## config.mk

```make
export PLATFORM = sky130hd
export DESIGN_NAME = sop_sweep_ctrl_flat
export DESIGN_NICKNAME = d
export VERILOG_FILES = /design/src/rtl/sop_sweep_ctrl_pkg.sv /design/src/rtl/sop_sweep_ctrl_if.sv /design/src/rtl/sop_sweep_ctrl_eval.sv /design/src/rtl/sop_sweep_ctrl.sv /design/src/flat_wrapper.sv
export SDC_FILE = /design/constraint.sdc
export NUM_CORES = 1
export LEC_CHECK = 0
export CORE_AREA = 2 2 76 78
export CTS_CLUSTER_SIZE = 30
export DETAILED_ROUTE_END_ITERATION = 6
export DIE_AREA = 0 0 78 80
export MAX_ROUTING_LAYER = met4
export PLACE_DENSITY_LB_ADDON = 0.3
export SETUP_SLACK_MARGIN = 0.02
export SYNTH_ARGS = -nofsm -noshare
export SYNTH_HDL_FRONTEND = slang
export SYNTH_SLANG_ARGS = --single-unit
```

## constraint.sdc

```tcl
create_clock -name clk -period 1.9 [get_ports clk]
set_clock_uncertainty 0.1 [all_clocks]
set_input_delay 0.38 -clock clk [delete_from_list [all_inputs] [get_ports clk]]
set_output_delay 0.38 -clock clk [all_outputs]
set_load 0.05 [all_outputs]
```

## src/rtl/sop_sweep_ctrl_pkg.sv

```systemverilog
// -----------------------------------------------------------------------------
// sop_sweep_ctrl_pkg
//   Shared definitions for the SOP sweep controller: FSM state encodings,
//   vector count and the golden truth table of y = a&b&c | ~a&~c | d.
//   No ports (package).
// -----------------------------------------------------------------------------
package sop_sweep_ctrl_pkg;

  typedef enum logic [1:0] {
    ST_IDLE   = 2'd0,
    ST_DRIVE  = 2'd1,
    ST_SAMPLE = 2'd2,
    ST_DONE   = 2'd3
  } state_t;

  localparam int          VEC_W   = 4;
  localparam int          N_VEC   = 16;
  localparam logic [15:0] GOLD_TT = 16'hEABB;

endpackage

```

## src/rtl/sop_sweep_ctrl_if.sv

```systemverilog
// -----------------------------------------------------------------------------
// sop_sweep_ctrl_if
//   Control/result bundle between a sweep requester (master) and the sweep
//   controller (slave).
//   master -> slave : start, abort, exp_tt
//   slave -> master : vec, busy, done, tt, ones_cnt, pass, first_fail, fail_vld
//   Parameter CNT_W sets the width of ones_cnt.
// -----------------------------------------------------------------------------
interface sop_sweep_ctrl_if
  import sop_sweep_ctrl_pkg::*;
#(
  parameter int CNT_W = 5
);

  logic                  start;
  logic                  abort;
  logic [N_VEC-1:0]      exp_tt;
  logic [VEC_W-1:0]      vec;
  logic                  busy;
  logic                  done;
  logic [N_VEC-1:0]      tt;
  logic [CNT_W-1:0]      ones_cnt;
  logic                  pass;
  logic [VEC_W-1:0]      first_fail;
  logic                  fail_vld;

  modport master (
    output start, abort, exp_tt,
    input  vec, busy, done, tt, ones_cnt, pass, first_fail, fail_vld
  );

  modport slave (
    input  start, abort, exp_tt,
    output vec, busy, done, tt, ones_cnt, pass, first_fail, fail_vld
  );

endinterface

```

## src/rtl/sop_sweep_ctrl_eval.sv

```systemverilog
// -----------------------------------------------------------------------------
// sop_sweep_ctrl_eval
//   Combinational 4-input SOP evaluator: y = a&b&c | ~a&~c | d.
//   Ports: a, b, c, d (in), y (out).
// -----------------------------------------------------------------------------
module sop_sweep_ctrl_eval (
  input  logic a,
  input  logic b,
  input  logic c,
  input  logic d,
  output logic y
);

  assign y = (a & b & c) | (~a & ~c) | d;

endmodule

```

## src/rtl/sop_sweep_ctrl.sv

```systemverilog
// -----------------------------------------------------------------------------
// sop_sweep_ctrl
//   Sweeps all 16 input vectors through one SOP evaluator, captures y into a
//   truth table, counts the ones and compares the table with exp_tt.
//   Ports:
//     clk    rising-edge clock
//     rst_n  asynchronous active-low reset
//     bus    sop_sweep_ctrl_if.slave (start/abort/exp_tt in; vec, busy, done,
//            tt, ones_cnt, pass, first_fail, fail_vld out)
//   Parameters:
//     SETTLE_CYC  cycles each vector is held before y is sampled (>= 1)
//     CNT_W       width of ones_cnt
//   Optional feature macro: SWEEP_FAIL_LOG_EN (records the lowest mismatching
//   vector in first_fail/fail_vld; tied to 0 when undefined).
// -----------------------------------------------------------------------------
module sop_sweep_ctrl
  import sop_sweep_ctrl_pkg::*;
#(
  parameter int SETTLE_CYC = 1,
  parameter int CNT_W      = 5
) (
  input  logic                 clk,
  input  logic                 rst_n,
  sop_sweep_ctrl_if.slave      bus
);

  // Settle counter runs 0..SETTLE_CYC-1; keep at least one bit.
  localparam int SW = (SETTLE_CYC > 1) ? $clog2(SETTLE_CYC) : 1;
  localparam logic [VEC_W-1:0] LAST_VEC = VEC_W'(N_VEC - 1);

  state_t           state;
  state_t           next_state;
  logic [SW-1:0]    settle_cnt;
  logic [VEC_W-1:0] vec;
  logic [N_VEC-1:0] tt;
  logic [CNT_W-1:0] ones_cnt;
  logic             done;
  logic             pass;
  logic             busy;
  logic             y;
  logic             settle_done;
  logic             start_go;
  logic             sample_go;

  sop_sweep_ctrl_eval u_eval (
    .a (vec[3]),
    .b (vec[2]),
    .c (vec[1]),
    .d (vec[0]),
    .y (y)
  );

  assign settle_done = (settle_cnt == SW'(SETTLE_CYC - 1));
  // abort has priority over start in IDLE and cancels any capture in SAMPLE.
  assign start_go    = (state == ST_IDLE)   && bus.start && !bus.abort;
  assign sample_go   = (state == ST_SAMPLE) && !bus.abort;

  always_ff @(posedge clk or negedge rst_n) begin
    if (!rst_n) state <= ST_IDLE;
    else        state <= next_state;
  end

  always_comb begin
    next_state = state;
    case (state)
      ST_IDLE: begin
        if (start_go) next_state = ST_DRIVE;
      end
      ST_DRIVE: begin
        if (bus.abort)        next_state = ST_IDLE;
        else if (settle_done) next_state = ST_SAMPLE;
      end
      ST_SAMPLE: begin
        if (bus.abort)             next_state = ST_IDLE;
        else if (vec == LAST_VEC)  next_state = ST_DONE;
        else                       next_state = ST_DRIVE;
      end
      ST_DONE: next_state = ST_IDLE;
      default: next_state = ST_IDLE;
    endcase
  end

  // Datapath registers. done is registered on the DONE->IDLE edge, which
  // places it one cycle after the last sample.
  always_ff @(posedge clk or negedge rst_n) begin
    if (!rst_n) begin
      settle_cnt <= '0;
      vec        <= '0;
      tt         <= '0;
      ones_cnt   <= '0;
      done       <= 1'b0;
      pass       <= 1'b0;
    end else begin
      done <= 1'b0;
      case (state)
        ST_IDLE: begin
          if (start_go) begin
            settle_cnt <= '0;
            vec        <= '0;
            tt         <= '0;
            ones_cnt   <= '0;
            pass       <= 1'b0;
          end
        end
        ST_DRIVE: begin
          if (!bus.abort)
            settle_cnt <= settle_done ? '0 : settle_cnt + SW'(1);
        end
        ST_SAMPLE: begin
          if (sample_go) begin
            tt[vec]    <= y;
            ones_cnt   <= ones_cnt + CNT_W'(y);
            settle_cnt <= '0;
            if (vec != LAST_VEC) vec <= vec + VEC_W'(1);
          end
        end
        ST_DONE: begin
          done <= 1'b1;
          pass <= (tt == bus.exp_tt);
        end
        default: ;
      endcase
    end
  end

  always_comb begin
    busy = (state == ST_DRIVE) || (state == ST_SAMPLE);
  end

  assign bus.vec      = vec;
  assign bus.busy     = busy;
  assign bus.done     = done;
  assign bus.tt       = tt;
  assign bus.ones_cnt = ones_cnt;
  assign bus.pass     = pass;

`ifdef SWEEP_FAIL_LOG_EN
  logic [VEC_W-1:0] first_fail;
  logic             fail_vld;

  // Only the first mismatch is kept, so first_fail is the lowest failing vec.
  always_ff @(posedge clk or negedge rst_n) begin
    if (!rst_n) begin
      first_fail <= '0;
      fail_vld   <= 1'b0;
    end else if (start_go) begin
      first_fail <= '0;
      fail_vld   <= 1'b0;
    end else if (sample_go && (y != bus.exp_tt[vec]) && !fail_vld) begin
      first_fail <= vec;
      fail_vld   <= 1'b1;
    end
  end

  assign bus.first_fail = first_fail;
  assign bus.fail_vld   = fail_vld;
`else
  assign bus.first_fail = '0;
  assign bus.fail_vld   = 1'b0;
`endif

endmodule

```

## src/flat_wrapper.sv

```systemverilog
// flat-port wrapper written by rule: the top's interface ports become plain ports
module sop_sweep_ctrl_flat import sop_sweep_ctrl_pkg::*;
#(
  parameter int SETTLE_CYC = 1,
  parameter int CNT_W      = 5
)
  (clk, rst_n, bus_start, bus_abort, bus_exp_tt, bus_vec, bus_busy, bus_done, bus_tt, bus_ones_cnt, bus_pass, bus_first_fail, bus_fail_vld);
  sop_sweep_ctrl_if #(.CNT_W(CNT_W)) bus_i ();
  input  logic clk;
  input  logic rst_n;
  input wire logic [$bits(bus_i.start)-1:0] bus_start;
  input wire logic [$bits(bus_i.abort)-1:0] bus_abort;
  input wire logic [$bits(bus_i.exp_tt)-1:0] bus_exp_tt;
  output wire logic [$bits(bus_i.vec)-1:0] bus_vec;
  output wire logic [$bits(bus_i.busy)-1:0] bus_busy;
  output wire logic [$bits(bus_i.done)-1:0] bus_done;
  output wire logic [$bits(bus_i.tt)-1:0] bus_tt;
  output wire logic [$bits(bus_i.ones_cnt)-1:0] bus_ones_cnt;
  output wire logic [$bits(bus_i.pass)-1:0] bus_pass;
  output wire logic [$bits(bus_i.first_fail)-1:0] bus_first_fail;
  output wire logic [$bits(bus_i.fail_vld)-1:0] bus_fail_vld;
  assign bus_i.start = bus_start;
  assign bus_i.abort = bus_abort;
  assign bus_i.exp_tt = bus_exp_tt;
  assign bus_vec = bus_i.vec;
  assign bus_busy = bus_i.busy;
  assign bus_done = bus_i.done;
  assign bus_tt = bus_i.tt;
  assign bus_ones_cnt = bus_i.ones_cnt;
  assign bus_pass = bus_i.pass;
  assign bus_first_fail = bus_i.first_fail;
  assign bus_fail_vld = bus_i.fail_vld;
  sop_sweep_ctrl #(.SETTLE_CYC(SETTLE_CYC), .CNT_W(CNT_W)) u_core (.clk(clk), .rst_n(rst_n), .bus(bus_i));
endmodule
```

## After elaboration in Yosys (flattened, before gate mapping)

Index checks and enable logic that the tools add are counted.

- Register bits after elaboration: 30
- Input bits: 20
- Output and inout port bits: 33

- $add $sub $neg: 3
- $lt $le $gt $ge: 2
- Equality and inequality tests: 11
- Mux-type cells: 26
- Bitwise logic cells: 7
- Reductions and logical operators: 15

Operators with widths:

| kind | count |
|---|---|
| 2-to-1 mux 16 bit | 2 |
| one-hot mux 16 bit (2 select lines) | 1 |
| bitwise mux 16 bit | 1 |
| == test 16 bit | 1 |
| 2-to-1 mux 4 bit | 3 |
| 2-to-1 mux 2 bit | 5 |
| 2-to-1 mux 5 bit | 2 |
| one-hot mux 5 bit (2 select lines) | 1 |
| one-hot mux 2 bit (4 select lines) | 1 |
| one-hot mux 4 bit (2 select lines) | 1 |
| AND reduction 4 bit | 2 |
| 2-to-1 mux 1 bit | 6 |
| inequality test 2 x 1 -> 1 bit, second input constant | 3 |
| adder 5 x 1 -> 5 bit | 1 |
| < comparator 4 x 5 -> 1 bit, second input constant | 1 |
| adder 4 x 1 -> 4 bit, second input constant | 1 |
| demux 1 bit (select 4 bit) | 1 |
| == test 2 bit, second input constant | 2 |
| == test 4 bit, second input constant | 1 |
| greater-or-equal comparator 4 x 1 -> 1 bit, second input constant | 1 |
| logical AND 1 bit | 4 |
| inequality test 4 bit, second input constant | 1 |
| AND reduction 2 bit | 2 |
| nonzero test 2 bit | 2 |
| other kinds (14) | 18 |

## Longest topological paths before layout

Gate-level depths: netlist (run 1).

- Depth in word-level cells: 7
- Mapped depth: 9
- Depth with buffers taken out: 8

## Modules after synthesis

A second synthesis (run 1) with hierarchy kept.

- Cells, all modules: 209
- Area total of the unflattened synthesis: 1914.3 um^2

By module, submodules not included:

| module | times used | cells an instance | area an instance (um^2) | seq. area each (um^2) |
|---|---|---|---|---|
| sop_sweep_ctrl | 1 | 206 | 1898.1 | 725.7 |
| sop_sweep_ctrl_eval | 1 | 3 | 16.3 | 0.0 |

## Worst setup path after synthesis (run 1)

Ideal clock, no wire load.

- Path kind: register -> register
- Start: register u_core.state[0]
- End: register u_core.vec[1], in the netlist u_core.bus.vec[1]
- Arrival time: 1.774 ns
- Slack: -0.096 ns
- Cell stages (with the launch flop): 8
- Clock period less this slack: 1.996 ns
- Cell sequence: dfrtp_1 > inv_1 > ha_1 > mux2i_1 > or2_2 > clkbuf_1 > nor2_1 > a32o_1

- Word-level cells in the longest chain between the ends: 5
- Elaborated cells on any way between the ends: 11
- Those cells by class: eq/ne (4); mux (1); reduce/logical (6)

Ends and longest elaborated chain:

| element | RTL line | source |
|---|---|---|
| from (decl) | sop_sweep_ctrl.sv:31 | `state_t state;` |
| from (signal assigned) | sop_sweep_ctrl.sv:60 | `else state <= next_state;` |
| logical NOT 2 bit | sop_sweep_ctrl.sv:55, sop_sweep_ctrl.sv:95 |  |
| logical AND 1 bit (2 in a row) | sop_sweep_ctrl.sv:55 | `assign start_go = (state == ST_IDLE) && bus.start && !bus.abort;` |
| inequality test 2 x 1 -> 1 bit (no line) | - |  |
| AND reduction 4 bit (no line) | - |  |
| to (signal assigned) | sop_sweep_ctrl.sv:114 | `if (vec != LAST_VEC) vec <= vec + VEC_W'(1);` |
| to (decl) | sop_sweep_ctrl.sv:34 | `logic [VEC_W-1:0] vec;` |

Parallel ways exist; a longest one is shown, timed or not.
A chain may end at the register's enable or synchronous reset.

## Worst setup path after layout (run 1)

- Start: register u_core.vec[1], in the netlist u_core.bus.vec[1]
- End: register u_core.ones_cnt[4], in the netlist u_core.bus.ones_cnt[4]

- Word-level cells in the longest chain between the ends: 7
- Elaborated cells on any way between the ends: 8
- Those cells by class: add/sub (1); mux (2); bitwise (5)

Ends and longest elaborated chain:

| element | RTL line | source |
|---|---|---|
| inverter 1 bit | sop_sweep_ctrl_eval.sv:14 | `assign y = (a & b & c) \| (~a & ~c) \| d;` |
| bitwise AND 1 bit | sop_sweep_ctrl_eval.sv:14 |  |
| bitwise OR 1 bit * (2 in a row) | sop_sweep_ctrl_eval.sv:14 |  |
| adder 5 x 1 -> 5 bit * | sop_sweep_ctrl.sv:112 | `ones_cnt <= ones_cnt + CNT_W'(y);` |
| 2-to-1 mux 5 bit * | sop_sweep_ctrl.sv:110 | `if (sample_go) begin` |
| one-hot mux 5 bit (2 select lines) * | sop_sweep_ctrl.sv:95 | `case (state)` |
| to (signal assigned) | sop_sweep_ctrl.sv:112 |  |
| to (decl) | sop_sweep_ctrl.sv:36 | `logic [CNT_W-1:0] ones_cnt;` |

Mark *: on every way between the ends. The rest lies on a longest branch, timed or not. The select of a mux whose other input is x is not followed.

==> results.txt, run 1 <==
Status: finished, final reports clean
# diodes: 0
Share of cells above drive strength 1: 0.275
Slew Viols, Final: 0
Die X: 78 um
Post-DRT Antenna Nets: 0
Drt drc: 0
Final cell count without fillers: 327
Gp weighted congestion: 0.760
Sink Count: 29
Synth Area per Inst: 9.48 um2
RSZ-0062 raised after global routing: yes
CTS buffer count: 5
Die area: 0.00624 mm2
Number of fill cells in the layout: 539
Worst-path maximum fanout: 4
Seq/Total Area, Yosys: 0.399
Vert. Die Dim: 80 um
Cells after Synth: 192
DR pass1 iterations: 4
#FFs+latches synth: 29
Critical Path End Type: flop
Area grow syn2layout: 40.6%
Row Count: 27
Maximum VDD drop: 0.594 mV
Grt ovf: 0
Final worst setup slack: 77.4 ps
Final core occ: 0.473
Routed wire per std cell: 12.9 um
CP startpoint kind: flop
Power Density: 983 mW/mm2
Fin. Hold Viols: 0
Initial antenna violation count: 0
DP Cell Count: 318
Top-area cell type share of the netlist area: 0.399
Detailed Place HPWL: 3.17 mm
Register area: 727 um2
Number of max-cap violations: 0
Crit path DAT: 1890 ps
Tcrit/Tclk final: 0.959
Number of global-route vias before repair: 1,554
Core Footprint: 0.00541 mm2
Ports: 53
Vias/cell: 4.75
Post-synth design cell area: 0.00182 mm2
Final number of setup-violating endpoints: 0
Worst hold path class: input pin to asynchronous set/reset pin
Multi-input logic area: 0.00101 mm2
Vias post-DR: 1,554
Pwr Total: 2.51 mW
Final instance area: 0.00256 mm2
Worst-path clk slew: 70 ps
First-pass GRT wire length: 7.21 mm
Count of cell types in the netlist: 37
Setup CP Type: flop to flop
Max clock buf depth: 2
Final setup TNS: 0 ps
Starting Density: 0.337
Area leader, netlist: dfrtp_1
Initial DRC count: 83
Wirelength, routed: 4.23 mm
Largest net degree at the start of global routing: 30
FMAX: 549 MHz
CTS H-Tree Depth: 2
Net count, final: 285
Post-CTS Hold Fix Bufs: 0
Pre-CTS WS: -239 ps
IO Port Bufs: 47
Critical path data required time: 1970 ps
WHS: 375 ps
Synth area leaders: dfrtp_1 (40%), mux2i_1 (8.8%), ha_1 (7.6%)
Clock root cell: clkbuf_8
Dpl cell area: 0.00243 mm2
P_leak: 1.27 nW
TritonCTS clock tree: built
Later-pin clock latency in the skew report: 290 ps
Fin crit period: 1820 ps
Synthesis Warnings: 0
FF-to-FF Start: u_core.bus.vec[1]
Crit path launch: u_core.bus.vec[1]
All-Layer GR Usage: 0.154
-- final cells by class --
class / instances / area share
flip-flops and latches: 29 / 0.284
well taps: 72 / 0.0352
multi-input cells: 142 / 0.396
repair buffers: 69 / 0.242
clock inverters: 2 / 0.00391
clock buffers: 6 / 0.0284
inverters: 7 / 0.0103
-- power by group --
part / leakage, nW / internal, mW / total [mW] / switching [mW]
logic: 0.823 / 0.540 / 1.27 / 0.729
clock network: 0.0450 / 0.253 / 0.493 / 0.240
registers: 0.399 / 0.694 / 0.753 / 0.0588
total: 1.27 / 1.49 / 2.51 / 1.03
-- final timing paths --
| check | slack [ps] | end | depth (start not counted) |
|---|---|---|---|
| setup / recovery | 80 | u_core.bus.ones_cnt[4] | 7 |
| hold / removal | 380 | u_core.bus.tt[2] | 2 |
| setup reg to reg | 80 | u_core.bus.ones_cnt[4] | 7 |
| hold reg to reg | 420 | u_core.bus.ones_cnt[0] | 2 |
| max in group asynchronous | 1030 | u_core.bus.vec[1] | 2 |
| min in group clk | 420 | u_core.bus.ones_cnt[0] | 2 |
-- synthesized netlist by cell type --
master,number
a31o_2,1
o21ai_0,4
clkbuf_1,6
o31ai_1,1
a31oi_1,1
o41ai_1,1
nor3b_1,1
nor3_1,1
o211ai_1,2
and2_4,1
a2bb2oi_1,2
nand3_1,18
or3_2,1
dfrtp_1,29
and3_1,1
buf_2,2
and2_1,1
nor4b_1,3
nand4_1,2
or4_1,1
buf_6,1
nand2b_4,1
a21oi_1,3
mux2i_1,16
nand2_1,28
nor4_1,3
nor2b_1,2
a32o_1,1
nor2_2,1
ha_1,11
or2_2,1
xnor2_1,5
xor2_1,15
buf_4,9
inv_1,7
nor2_1,8
conb_1,1
-- sequential cells by signal (all words and copies together) (netlist names) --
signal,cells
u_core.bus.tt,16
u_core.bus.ones_cnt,5
u_core.bus.vec,4
u_core.state,2
u_core.bus.done,1
u_core.bus.pass,1
-- routing by layer --
metal | GRT usage | vias to the layer above | part of all wire | wire [um]
li1 | - | 761 | - | -
met1 | 0.191 | 745 | 0.45 | 1900
met3 | 0.0407 | 6 | 0.051 | 215
met2 | 0.240 | 42 | 0.48 | 2030
met4 | 0.0632 | 0 | 0.019 | 80
met5 | - | - | 0 | 0
-- critical path, cell delays in order, from the launching register on --
cell	delay, ps
dfrtp_2	440
o211ai_1	250
ha_2	220
ha_1	160
nand2_1	70
nor4b_2	240
xnor2_1	160
nor2_1	50
-- what timing repair did --
| item | in CTS | in global routing |
|---|---|---|
| endpoints found under the hold margin | 0 | 0 |
| gates cloned | 0 | 0 |
| resized for setup | 2 | 6 |
| endpoints found under the setup margin | 1 | 15 |
| setup buffers | 0 | 1 |
| pin swaps | 0 | 3 |
-- cell families after synthesis --
kind of cell	synth area share
and+or+nand+nor	0.204
DFF	0.399
buffers and inverters	0.0757
xor gates and xnor gates	0.0963
AOI/OAI and AO/OA	0.0598
muxes	0.0880
adders and majority gates	0.0757
other	0.00206
-- cells in the final DEF (no fill, tap or decap), drive strengths merged, types with 2 or more instances in the layout --
cell,synthesis,final
a21oi,3,3
a2bb2oi,2,2
and2,2,2
buf,12,50
clkbuf,6,6
clkdlybuf4s50,0,18
clkinv,0,2
conb,1,5
dfrtp,29,29
ha,11,11
inv,7,7
mux2i,16,16
nand2,28,28
nand3,18,18
nand4,2,2
nor2,9,9
nor2b,2,2
nor4,3,3
nor4b,3,3
o211ai,2,2
o21ai,4,4
xnor2,5,5
xor2,15,15
Note: power is estimated with default switching activity, not from simulation.
==> inputs of run 2 (changes only) <==
--- a/config.mk
+++ b/config.mk
@@ -5,13 +5,15 @@
 export SDC_FILE = /design/constraint.sdc
 export NUM_CORES = 1
 export LEC_CHECK = 0
-export CORE_AREA = 2 2 76 78
+export ABC_AREA = 1
+export CORE_AREA = 2 2 81 83
 export CTS_CLUSTER_SIZE = 30
 export DETAILED_ROUTE_END_ITERATION = 6
-export DIE_AREA = 0 0 78 80
+export DIE_AREA = 0 0 83 85
 export MAX_ROUTING_LAYER = met4
 export PLACE_DENSITY_LB_ADDON = 0.3
 export SETUP_SLACK_MARGIN = 0.02
+export SKIP_CTS_REPAIR_TIMING = 1
 export SYNTH_ARGS = -nofsm -noshare
 export SYNTH_HDL_FRONTEND = slang
 export SYNTH_SLANG_ARGS = --single-unit
==> run 2 against run 1 <==
Synthesized area increased by 17%. Non-clock buffer count decreased by 16. Critical path depth decreased by 4. Wire length increased by 17%. Die area increased by 13%. Fmax increased by 5.1%. Total power increased by 7.7%. Hold slack improved by 10 ps. Sequential share of layout area decreased by 1.4 points. Global-route usage decreased by 0.75 points.
==> results.txt, run 2 <==
Vias/cell: 4.45 (-6.3%)
Status: finished, final reports clean
FMAX: 577 MHz (+5.1%)
Ports: 53 (unchanged)
Pre-CTS WS: 33.2 ps (+272 ps)
IO Port Bufs: 47 (unchanged)
Routed wire per std cell: 11.9 um (-8.3%)
Die X: 83 um (+6.4%)
P_sw: 1.22 mW (+19%)
Die area: 0.00706 mm2 (+13%)
Worst-path clk slew: 60 ps (about the same)
Detailed Place HPWL: 3.60 mm (+14%)
Final instance area: 0.00268 mm2 (+4.8%)
Synth Area per Inst: 7.34 um2 (-23%)
Maximum VDD drop: 0.544 mV (-8.5%)
Synth Area in Compound Gates: 0.147 (+0.0877)
DR pass1 iterations: 4 (unchanged)
Switch share: 0.451 (+0.0419)
Largest net degree at the start of global routing: 30 (unchanged)
Count of cell types in the netlist: 30 (-19%)
Crit-path cells: inv_1 -> ha_1 -> buf_12
Max clock buf depth: 2 (unchanged)
Internal power: 1.49 mW (about the same)
Tcrit/Tclk final: 0.912 (-0.0468)
Fin crit period: 1730 ps (-89.0 ps)
Starting Density: 0.342 (+0.00523)
Cells after Synth: 289 (+51%)
All-Layer GR Usage: 0.146 (-0.00753)
Net count, final: 369 (+29%)
Crit path DAT: 1250 ps (-640 ps)
Core Footprint: 0.00620 mm2 (+15%)
Clock root cell: clkbuf_8
Largest family of logic cells by synthesized area: simple AND/OR/NAND/NOR gates
Later-pin clock latency in the skew report: 280 ps (about the same)
Multiplexer share of the synthesized area: 0 (-0.0880)
Synth Area in Simple Gates: 0.280 (+0.0767)
Vert. Die Dim: 85 um (+6.3%)
CTS buffer count: 5 (unchanged)
Power Density: 1010 mW/mm2 (+2.7%)
Grt ovf: 0 (unchanged)
Critical path data required time: 1420 ps (-550 ps)
Slew Viols, Final: 0 (unchanged)
Synth area leaders: dfrtp_1 (34%), nand2_1 (16%), inv_1 (6.9%)
Max reg flops: 16 (unchanged)
Seq/Total Area, Yosys: 0.342 (-0.0567)
Most frequent cells in the layout: nand2_1 (89), inv_1 (39), buf_4 (32), dfrtp_1 (29), nor2_1 (28)
Post-DRT Antenna Nets: 0 (unchanged)
Post-synth design cell area: 0.00212 mm2 (+17%)
Post-synth EDFFs: 0 (unchanged)
Top-area cell type share of the netlist area: 0.342 (-0.0567)
Metal2 WL: 2.23 mm (+9.9%)
Cell at the slowest stage of the critical path: dfrtp_1
Vias post-DR: 1,852 (+19%)
Pwr Total: 2.71 mW (+7.7%)
First-pass GRT wire length: 8.22 mm (+14%)
Final worst setup slack: 166 ps (+89.0 ps)
Asr flop ratio synth: 1.00 (unchanged)
Gp weighted congestion: 0.862 (+13%)
CTS H-Tree Depth: 2 (unchanged)
Uppermost routed layer: met4
Biggest register: u_core.bus.tt
Clock network fraction of total power: 0.206 (+0.010)
Area grow syn2layout: 26.4%
Initial DRC count: 96 (+16%)
Most frequent cell after synthesis: nand2_1
CP startpoint kind: flop
#FFs+latches synth: 29 (unchanged)
Row Count: 29 (+7.4%)
Drt drc: 0 (unchanged)
Fin. Hold Viols: 0 (unchanged)
Synthesis Warnings: 0 (unchanged)
Critical Path End Type: output port
Commonest non-fill, non-tap cell in the layout: nand2_1
Initial antenna violation count: 0 (unchanged)
Dpl cell area: 0.00255 mm2 (+4.9%)
P_leak: 1.32 nW (+4.4%)
Sink Count: 29 (unchanged)
Crit-path max cell delay: 370 ps (-70 ps)
# diodes: 0 (unchanged)
Wl on met1: 2.47 mm (+30%)
Number of global-route vias before repair: 1,781 (+15%)
Setup CP Type: flop to output port
Number of max-cap violations: 0 (unchanged)
Worst hold path class: input pin to asynchronous set/reset pin
Worst-path maximum fanout: 4 (unchanged)
Crit path launch: u_core.state[0]
XOR/XNOR Fraction of Synth Area: 0.0165 (-0.0798)
Area leader, netlist: dfrtp_1
Main synth FF type: dfrtp_1
Post-Synth Adder-Cell Area: 0.0649 (-0.0108)
Top flop regs: u_core.bus.tt: 16 flops, u_core.bus.ones_cnt: 5 flops, u_core.bus.vec: 4 flops
Share of cells above drive strength 1: 0.224 (-0.0503)
FF-to-FF Start: u_core.state[0]
Final number of setup-violating endpoints: 0 (unchanged)
Met3 wire length: 182 um (-15%)
TritonCTS clock tree: built
Top post-synthesis cells by count: nand2_1 (89), inv_1 (39), dfrtp_1 (29)
Power share of the combinational group: 0.497 (-0.008)
Wirelength, routed: 4.93 mm (+17%)
Reg power frac: 0.297 (-0.002)
run 2: worst paths after layout:
check	cells after the start	end	slack, ps
setup / recovery	3	bus_busy	170
max in group asynchronous	2	u_core.bus.tt[11]	1030
setup reg to reg	7	u_core.bus.tt[10]	180
min in group clk	2	u_core.bus.pass	430
hold / removal	2	u_core.bus.done	390
hold reg to reg	2	u_core.bus.pass	430
run 2: critical path: cells and delay by family, from the launching register on:
family	cells	cell delay, ps
flip-flops	1	370
adder cells (fa/ha/maj)	1	340
buffers and inverters	2	260
run 2: layout make-up:
class,count,area [um2]
clock inverters,1,5.00
repair buffers,53,470
inverters,43,161
clock buffers,7,96.3
flip-flops and latches,29,726
fillers,637,3520
well taps,77,96.3
multi-input cells,206,1130
run 2: logic make-up after synthesis:
logic type	after synthesis
xor gates and xnor gates	4
adders and majority gates	11
DFF	29
AOI/OAI and AO/OA	45
buffers and inverters	59
and+or+nand+nor	140
other	1
run 2: per-stage QoR:
stage / utilization / TNS [ps] / std cells / hold slack [ps]
4_1_cts: 0.428 / 0 / 415 / 402
2_1_floorplan: - / 0 / 293 / -15.6
3_3_place_gp: 0.411 / 0 / 407 / 438
5_1_grt: 0.432 / -1.05 / 416 / 422
6_report: 0.432 / 0 / 416 / 386
3_5_place_dp: 0.411 / 0 / 407 / 425
run 2: power by group through the flow:
stage | clock network [mW] | registers [mW] | logic (mW)
2_1_floorplan | 0 | 0.987 | 0.772
3_3_place_gp | 0 | 0.815 | 1.29
3_5_place_dp | 0 | 0.815 | 1.31
4_1_cts | 0.575 | 0.804 | 1.32
5_1_grt | 0.594 | 0.822 | 1.46
6_report | 0.558 | 0.804 | 1.35
run 2: metal layers:
metal  global-route usage  vias up
met5                    -        -
met4               0.0507        0
met3               0.0282        5
met2                0.227       37
met1                0.193      827
li1                     -      983
